===== src/rtl/rf_alu_pkg.sv =====
// Shared constants for the register-file ALU sequencer: opcodes, FSM encoding, default widths.
package rf_alu_pkg;

  localparam int unsigned DW_DEFAULT = 32;
  localparam int unsigned AW_DEFAULT = 5;

  localparam logic [2:0] OP_AND = 3'b000;
  localparam logic [2:0] OP_OR  = 3'b001;
  localparam logic [2:0] OP_ADD = 3'b010;
  localparam logic [2:0] OP_SUB = 3'b011;
  localparam logic [2:0] OP_SLT = 3'b100;
  localparam logic [2:0] OP_XOR = 3'b101;
  localparam logic [2:0] OP_NOR = 3'b110;
  localparam logic [2:0] OP_SLL = 3'b111;

  typedef enum logic [1:0] {
    S_IDLE  = 2'd0,
    S_READ  = 2'd1,
    S_EXEC  = 2'd2,
    S_WRITE = 2'd3
  } state_e;

endpackage


===== src/rtl/rf_alu_exec_if.sv =====
// Command, register-file and status signals of rf_alu_exec.
// Optional Zero/Ovf flag outputs are present when RF_ALU_FLAGS_EN is defined.
interface rf_alu_exec_if
  import rf_alu_pkg::*;
#(
  parameter int unsigned DW = DW_DEFAULT,
  parameter int unsigned AW = AW_DEFAULT
) ();

  logic          Start;
  logic [2:0]    Op;
  logic [AW-1:0] Rs_Addr;
  logic [AW-1:0] Rt_Addr;
  logic [AW-1:0] Rd_Addr;
  logic [AW-1:0] R_Addr_A;
  logic [AW-1:0] R_Addr_B;
  logic [DW-1:0] R_Data_A;
  logic [DW-1:0] R_Data_B;
  logic [AW-1:0] W_Addr;
  logic [DW-1:0] W_Data;
  logic          Write_Reg;
  logic [DW-1:0] Result;
  logic          Busy;
  logic          Done;
`ifdef RF_ALU_FLAGS_EN
  logic          Zero;
  logic          Ovf;
`endif

  // Sequencer side.
  modport slave (
    input  Start, Op, Rs_Addr, Rt_Addr, Rd_Addr, R_Data_A, R_Data_B,
`ifdef RF_ALU_FLAGS_EN
    output Zero, Ovf,
`endif
    output R_Addr_A, R_Addr_B, W_Addr, W_Data, Write_Reg, Result, Busy, Done
  );

  // Command issuer / register file side.
  modport master (
    output Start, Op, Rs_Addr, Rt_Addr, Rd_Addr, R_Data_A, R_Data_B,
`ifdef RF_ALU_FLAGS_EN
    input  Zero, Ovf,
`endif
    input  R_Addr_A, R_Addr_B, W_Addr, W_Data, Write_Reg, Result, Busy, Done
  );

endinterface


===== src/rtl/alu32.sv =====
// Combinational ALU: (a, b, op) -> (y, ovf). ovf is signed overflow for ADD/SUB, else 0.
module alu32
  import rf_alu_pkg::*;
#(
  parameter int unsigned DW = DW_DEFAULT
) (
  input  logic [DW-1:0] a,
  input  logic [DW-1:0] b,
  input  logic [2:0]    op,
  output logic [DW-1:0] y,
  output logic          ovf
);

  localparam int unsigned SW = $clog2(DW);

  logic [DW-1:0] sum;
  logic [DW-1:0] diff;

  assign sum  = a + b;
  assign diff = a - b;

  always_comb begin
    y   = '0;
    ovf = 1'b0;
    case (op)
      OP_AND: y = a & b;
      OP_OR:  y = a | b;
      OP_ADD: begin
        y   = sum;
        ovf = (a[DW-1] == b[DW-1]) && (sum[DW-1] != a[DW-1]);
      end
      OP_SUB: begin
        y   = diff;
        ovf = (a[DW-1] != b[DW-1]) && (diff[DW-1] != a[DW-1]);
      end
      OP_SLT: y = {{(DW-1){1'b0}}, ($signed(a) < $signed(b))};
      OP_XOR: y = a ^ b;
      OP_NOR: y = ~(a | b);
      OP_SLL: y = b << a[SW-1:0];
      default: y = '0;
    endcase
  end

endmodule


===== src/rtl/rf_alu_exec.sv =====
// Register-to-register execution sequencer: IDLE -> READ -> EXEC -> WRITE, one op per 4 cycles.
// Define RF_ALU_FLAGS_EN to add registered Zero/Ovf outputs.
module rf_alu_exec
  import rf_alu_pkg::*;
#(
  parameter int unsigned DW = DW_DEFAULT,
  parameter int unsigned AW = AW_DEFAULT
) (
  input  logic         Clk,
  input  logic         Reset,
  rf_alu_exec_if.slave bus
);

  state_e        state_q, state_d;
  logic [2:0]    op_q, op_d;
  logic [AW-1:0] raddr_a_q, raddr_a_d;
  logic [AW-1:0] raddr_b_q, raddr_b_d;
  logic [AW-1:0] rd_q, rd_d;
  logic [AW-1:0] waddr_q, waddr_d;
  logic [DW-1:0] opa_q, opa_d;
  logic [DW-1:0] opb_q, opb_d;
  logic [DW-1:0] result_q, result_d;
  logic [DW-1:0] wdata_q, wdata_d;
  logic          done_q, done_d;

  logic [DW-1:0] alu_y;
  logic          alu_ovf;

  alu32 #(
    .DW (DW)
  ) u_alu (
    .a   (opa_q),
    .b   (opb_q),
    .op  (op_q),
    .y   (alu_y),
    .ovf (alu_ovf)
  );

`ifdef RF_ALU_FLAGS_EN
  logic zero_q, zero_d;
  logic ovf_q, ovf_d;
`else
  logic unused_ovf;
  assign unused_ovf = alu_ovf;
`endif

  always_comb begin
    state_d   = state_q;
    op_d      = op_q;
    raddr_a_d = raddr_a_q;
    raddr_b_d = raddr_b_q;
    rd_d      = rd_q;
    waddr_d   = waddr_q;
    opa_d     = opa_q;
    opb_d     = opb_q;
    result_d  = result_q;
    wdata_d   = wdata_q;
    done_d    = 1'b0;
`ifdef RF_ALU_FLAGS_EN
    zero_d    = zero_q;
    ovf_d     = ovf_q;
`endif
    unique case (state_q)
      S_IDLE: begin
        if (bus.Start) begin
          op_d      = bus.Op;
          raddr_a_d = bus.Rs_Addr;
          raddr_b_d = bus.Rt_Addr;
          rd_d      = bus.Rd_Addr;
          state_d   = S_READ;
        end
      end
      S_READ: begin
        // Operands are captured here, so Rs/Rt may alias Rd safely.
        opa_d   = bus.R_Data_A;
        opb_d   = bus.R_Data_B;
        state_d = S_EXEC;
      end
      S_EXEC: begin
        result_d = alu_y;
        wdata_d  = alu_y;
        waddr_d  = rd_q;
`ifdef RF_ALU_FLAGS_EN
        zero_d   = (alu_y == '0);
        ovf_d    = alu_ovf;
`endif
        state_d  = S_WRITE;
      end
      S_WRITE: begin
        done_d  = 1'b1;
        state_d = S_IDLE;
      end
      default: state_d = S_IDLE;
    endcase
  end

  always_ff @(posedge Clk or posedge Reset) begin
    if (Reset) begin
      state_q   <= S_IDLE;
      op_q      <= '0;
      raddr_a_q <= '0;
      raddr_b_q <= '0;
      rd_q      <= '0;
      waddr_q   <= '0;
      opa_q     <= '0;
      opb_q     <= '0;
      result_q  <= '0;
      wdata_q   <= '0;
      done_q    <= 1'b0;
`ifdef RF_ALU_FLAGS_EN
      zero_q    <= 1'b0;
      ovf_q     <= 1'b0;
`endif
    end else begin
      state_q   <= state_d;
      op_q      <= op_d;
      raddr_a_q <= raddr_a_d;
      raddr_b_q <= raddr_b_d;
      rd_q      <= rd_d;
      waddr_q   <= waddr_d;
      opa_q     <= opa_d;
      opb_q     <= opb_d;
      result_q  <= result_d;
      wdata_q   <= wdata_d;
      done_q    <= done_d;
`ifdef RF_ALU_FLAGS_EN
      zero_q    <= zero_d;
      ovf_q     <= ovf_d;
`endif
    end
  end

  // Write enable decodes from state so Reset removes it without waiting for an edge.
  assign bus.Write_Reg = (state_q == S_WRITE) && (waddr_q != '0);
  assign bus.R_Addr_A  = raddr_a_q;
  assign bus.R_Addr_B  = raddr_b_q;
  assign bus.W_Addr    = waddr_q;
  assign bus.W_Data    = wdata_q;
  assign bus.Result    = result_q;
  assign bus.Busy      = (state_q != S_IDLE);
  assign bus.Done      = done_q;
`ifdef RF_ALU_FLAGS_EN
  assign bus.Zero      = zero_q;
  assign bus.Ovf       = ovf_q;
`endif

endmodule


===== src/flat_wrapper.sv =====
// flat-port wrapper written by rule: the top's interface ports become plain ports
module rf_alu_exec_flat import rf_alu_pkg::*;
#(
  parameter int unsigned DW = DW_DEFAULT,
  parameter int unsigned AW = AW_DEFAULT
)
  (Clk, Reset, bus_Start, bus_Op, bus_Rs_Addr, bus_Rt_Addr, bus_Rd_Addr, bus_R_Data_A, bus_R_Data_B, bus_R_Addr_A, bus_R_Addr_B, bus_W_Addr, bus_W_Data, bus_Write_Reg, bus_Result, bus_Busy, bus_Done);
  rf_alu_exec_if #(.DW(DW), .AW(AW)) bus_i ();
  input  logic Clk;
  input  logic Reset;
  input wire logic [$bits(bus_i.Start)-1:0] bus_Start;
  input wire logic [$bits(bus_i.Op)-1:0] bus_Op;
  input wire logic [$bits(bus_i.Rs_Addr)-1:0] bus_Rs_Addr;
  input wire logic [$bits(bus_i.Rt_Addr)-1:0] bus_Rt_Addr;
  input wire logic [$bits(bus_i.Rd_Addr)-1:0] bus_Rd_Addr;
  input wire logic [$bits(bus_i.R_Data_A)-1:0] bus_R_Data_A;
  input wire logic [$bits(bus_i.R_Data_B)-1:0] bus_R_Data_B;
  output wire logic [$bits(bus_i.R_Addr_A)-1:0] bus_R_Addr_A;
  output wire logic [$bits(bus_i.R_Addr_B)-1:0] bus_R_Addr_B;
  output wire logic [$bits(bus_i.W_Addr)-1:0] bus_W_Addr;
  output wire logic [$bits(bus_i.W_Data)-1:0] bus_W_Data;
  output wire logic [$bits(bus_i.Write_Reg)-1:0] bus_Write_Reg;
  output wire logic [$bits(bus_i.Result)-1:0] bus_Result;
  output wire logic [$bits(bus_i.Busy)-1:0] bus_Busy;
  output wire logic [$bits(bus_i.Done)-1:0] bus_Done;
  assign bus_i.Start = bus_Start;
  assign bus_i.Op = bus_Op;
  assign bus_i.Rs_Addr = bus_Rs_Addr;
  assign bus_i.Rt_Addr = bus_Rt_Addr;
  assign bus_i.Rd_Addr = bus_Rd_Addr;
  assign bus_i.R_Data_A = bus_R_Data_A;
  assign bus_i.R_Data_B = bus_R_Data_B;
  assign bus_R_Addr_A = bus_i.R_Addr_A;
  assign bus_R_Addr_B = bus_i.R_Addr_B;
  assign bus_W_Addr = bus_i.W_Addr;
  assign bus_W_Data = bus_i.W_Data;
  assign bus_Write_Reg = bus_i.Write_Reg;
  assign bus_Result = bus_i.Result;
  assign bus_Busy = bus_i.Busy;
  assign bus_Done = bus_i.Done;
  rf_alu_exec #(.DW(DW), .AW(AW)) u_core (.Clk(Clk), .Reset(Reset), .bus(bus_i));
endmodule

===== config.mk =====
export PLATFORM = sky130hd
export DESIGN_NAME = rf_alu_exec_flat
export DESIGN_NICKNAME = d
export VERILOG_FILES = /design/src/rtl/rf_alu_pkg.sv /design/src/rtl/rf_alu_exec_if.sv /design/src/rtl/alu32.sv /design/src/rtl/rf_alu_exec.sv /design/src/flat_wrapper.sv
export SDC_FILE = /design/constraint.sdc
export NUM_CORES = 1
export LEC_CHECK = 0
export CORE_ASPECT_RATIO = 1.75
export CORE_MARGIN = 4
export CORE_UTILIZATION = 27
export DETAILED_ROUTE_END_ITERATION = 8
export GPL_TIMING_DRIVEN = 0
export MAX_ROUTING_LAYER = met4
export PLACE_DENSITY = 0.45
export SETUP_SLACK_MARGIN = 0.4
export SLEW_MARGIN = 15
export SYNTH_ARGS = -nofsm -noshare
export SYNTH_HDL_FRONTEND = slang
export SYNTH_SLANG_ARGS = --single-unit

===== constraint.sdc =====
create_clock -name Clk -period 4.25 [get_ports Clk]
set_clock_uncertainty 0.2 [all_clocks]
set_input_delay 0.85 -clock Clk [delete_from_list [all_inputs] [get_ports Clk]]
set_output_delay 0.85 -clock Clk [all_outputs]
set_load 0.1 [all_outputs]

==> results.md, run 1 <==
- Status: finished clean
- Die W: 168 um
- Crit end category: flip-flop
- Fill cell count: 4729
- Endpoint of the worst-slack reg-to-reg timing path: u_core.bus.Result[28]
- Post-synth cell types: 91
- Hold Slack: 0.301 ns
- Die footprint: 48100 um2
- Worst Path Max Fanout: 10
- Reg2reg start: u_core.opa_q[2]
- Global Route Usage Sum: 27.1%
- Vias in the first global route: 12984
- Final hold viol count: 0
- Seq/Total Area, Yosys: 25.4%
- Ys async rst share: 100%
- Vias: 12660
- # H-tree levels: 4
- Rel. slew slack: 21.5%
- DRT iter0 DRCs: 960
- Post-Syn Instances: 1494
- IO Pins: 167
- CTS Sinks: 122
- Worst slew pin tran: 1.18 ns
- Syn. warnings: 0
- Reg2Reg Depth: 16
- Mean routed wirelength per cell: 28.3 um
- Setup crit start: u_core.opa_q[2]
- Final period utilization: 91.3%
- Initial antenna violation count: 0
- Placer Congestion: 0.975
- Arr. time, crit path: 4.04 ns
- TritonRoute pass-1 iters: 5
- Design area: 15700 um2
- Post-synth design cell area: 12000 um2
- Root Driver: clkbuf_16
- Crit path capture: u_core.bus.Result[28]
- Grt ovf: 0
- Syn Nets: 1686
- Hold_sp: u_core.rd_q[2]
- Prevailing post-synth register cell: dfrtp_1
- Most frequent cell after synthesis: a21oi_1
- DIE HEIGHT: 287 um
- Final nets: 1889
- Post-synth top cells: 164 x a21oi_1, 146 x o21ai_0, 135 x nor2_1, 130 x nand2_1, 122 x dfrtp_1
- ANT nets after route: 0
- RSZ-0062 raised after global routing: true
- Vias per cell: 5.55
- Count of flip-flops with a built-in enable after synthesis: 0
- Area of the core: 44200 um2
- Port Buf Inserts: 166
- Largest net degree at the start of global routing: 35
- Multi-input gate area: 8070 um2
- Upper clock frequency limit: 0.258 GHz
- Diode count: 0
- Clk_lat worst skew: 0.47 ns
- Row count: 102
- Crit path cell chain: clkbuf_8, inv_8, buf_12, buf_8, ha_1, buf_4, nor2b_1, o2111ai_2, nand4_1, a21bo_2, a31oi_4, buf_6, o21ai_2, a311oi_2, a2111o_1, nand2_1
- Setup-failing EPs final: 0
- Synth Area per Inst: 8.05 um2
- Post-DP Area: 14500 um2
- Max_cap viols: 0
- CTS max path bufs: 2
- Share of the synthesized area in the top cell type: 25.4%
- Critical path class: reg -> reg
- DP HPWL: 51.1 mm
- Seq cells post-synth: 122
- Crit path largest cell delay: 0.41 ns
- First-pass GRT wire length: 92.7 mm
- Final min period: 3.88 ns
- Slowest stage cell, crit path: a311oi_2
- Clk slew on worst S/H paths: 0.08 ns
- Reg area: 3060 um2
- Number of CTS-inserted buffers: 17
- Startpoint types: flip-flop
- Initial Utilization: 27.2%
- Drt drc: 0
- Yosys top cell by area: dfrtp_1
- Share of cells above drive strength 1: 15.6%
- CTS tree: done
- R2r setup slk: 0.37 ns
- Pins Over Slew Limit: 0
- Worst EP required: 4.42 ns
- Synth area leaders: dfrtp_1 25%, ha_1 11%, a21oi_1 6.8%
- Drt total wl: 64.6 mm
- Area delta synth->final: 30.8%
- Worst hold path class: reg -> reg
## critical path, delay by kind of cell, from the launching register on
family          cells  cell delay, ns
flops               1            0.40
fa+ha+maj           1            0.23
simple gates        3            0.52
buf+inv             6            0.88
compound gates      6            1.53
## cell families (layout without fill, tap and decap cells)
logic type	count (synthesis)	in the layout	share of synthesized area [%]
compound gates	518	518	27.0
xor+xnor	24	24	1.75
fa+ha+maj	107	107	11.3
buf+inv	254	470	10.5
flops	122	122	25.4
mux	92	92	10.2
simple gates	377	377	13.9
## metrics by stage
stage	setup TNS [ns]	setup WS (ns)	util (%)	instances
floorplan	0	0.471	-	1494
global placement	-17.20	-1.25	32.6	2232
detailed placement	-17.94	-1.20	32.8	2236
CTS	0	0.357	35.1	2273
global route	0	0.299	35.6	2282
finish	0	0.370	35.6	2282
## registers in the layout, summed over array words and instances, names as in the netlist
name / flops
u_core.state_q: 2
u_core.opb_q: 32
u_core.bus.R_Addr_A: 5
u_core.bus.R_Addr_B: 5
u_core.bus.Result: 32
u_core.rd_q: 5
u_core.op_q: 3
u_core.opa_q: 32
u_core.bus.Done: 1
u_core.bus.W_Addr: 5
## cell usage in the layout, fill, tap and decap left out, types with 9 or more instances in the layout
master,instances
a21o_1,12
buf_4,50
nand4_1,9
mux4_2,20
o22ai_1,18
nand2_1,130
clkdlybuf4s50_1,166
or3_1,12
clkbuf_8,16
ha_1,102
inv_1,113
clkbuf_1,53
mux2_2,41
mux2i_1,31
a211oi_1,17
o211ai_1,13
o221ai_1,18
nor3_1,27
o21ai_0,142
dfrtp_1,117
o21bai_1,11
a31oi_1,15
a21oi_1,158
clkbuf_16,17
nor2_1,133
xnor2_1,17
o31ai_1,9
nand3_1,16
nand2b_1,9
## layer usage
metal / share of wire, % / GRT usage, % / routed length, um
met3: 3.9 / 3.04 / 2520
met4: 8.7 / 18.7 / 5590
met5: 0 / - / 0
met1: 35 / 27.6 / 22900
met2: 52 / 48.4 / 33600
## timing repair
action                     CTS  global route
hold buffers                 0             0
setup buffers                5             9
pin swaps                   16            16
setup endpoints to repair   29            18
gates resized for setup     79            40
## worst min path at each step
stage | slack (ns) | endpoint | depth (start not counted)
detailed placement | 0.29 | u_core.bus.W_Addr[2] | 1
floorplan | 0.27 | u_core.bus.W_Addr[0] | 1
finish | 0.30 | u_core.bus.W_Addr[2] | 1
global placement | 0.28 | u_core.bus.W_Addr[2] | 1
global route | 0.32 | u_core.bus.W_Addr[2] | 1
CTS | 0.31 | u_core.bus.W_Addr[2] | 1
## final cells by class
type / count / area share, %
clock buffers: 17 / 2.71
repair buffers: 184 / 11.8
plain buffers: 135 / 5.86
inverters: 119 / 3.00
clock inverters: 15 / 1.28
flip-flops and latches: 122 / 19.5
well taps: 572 / 4.55
multi-input cells: 1118 / 51.4
Power of run 1 is left out: the tool's default activity adds up to more than one toggle a clock period on the data nets, which glitch-free logic cannot reach.
==> run 2, diff against run 1 <==
- CTS_CLUSTER_SIZE: unset -> 20
==> results of run 2 <==
No change in the layout: final DEF, timing and power equal those of run 1.
Power of run 2 is left out for the same reason.
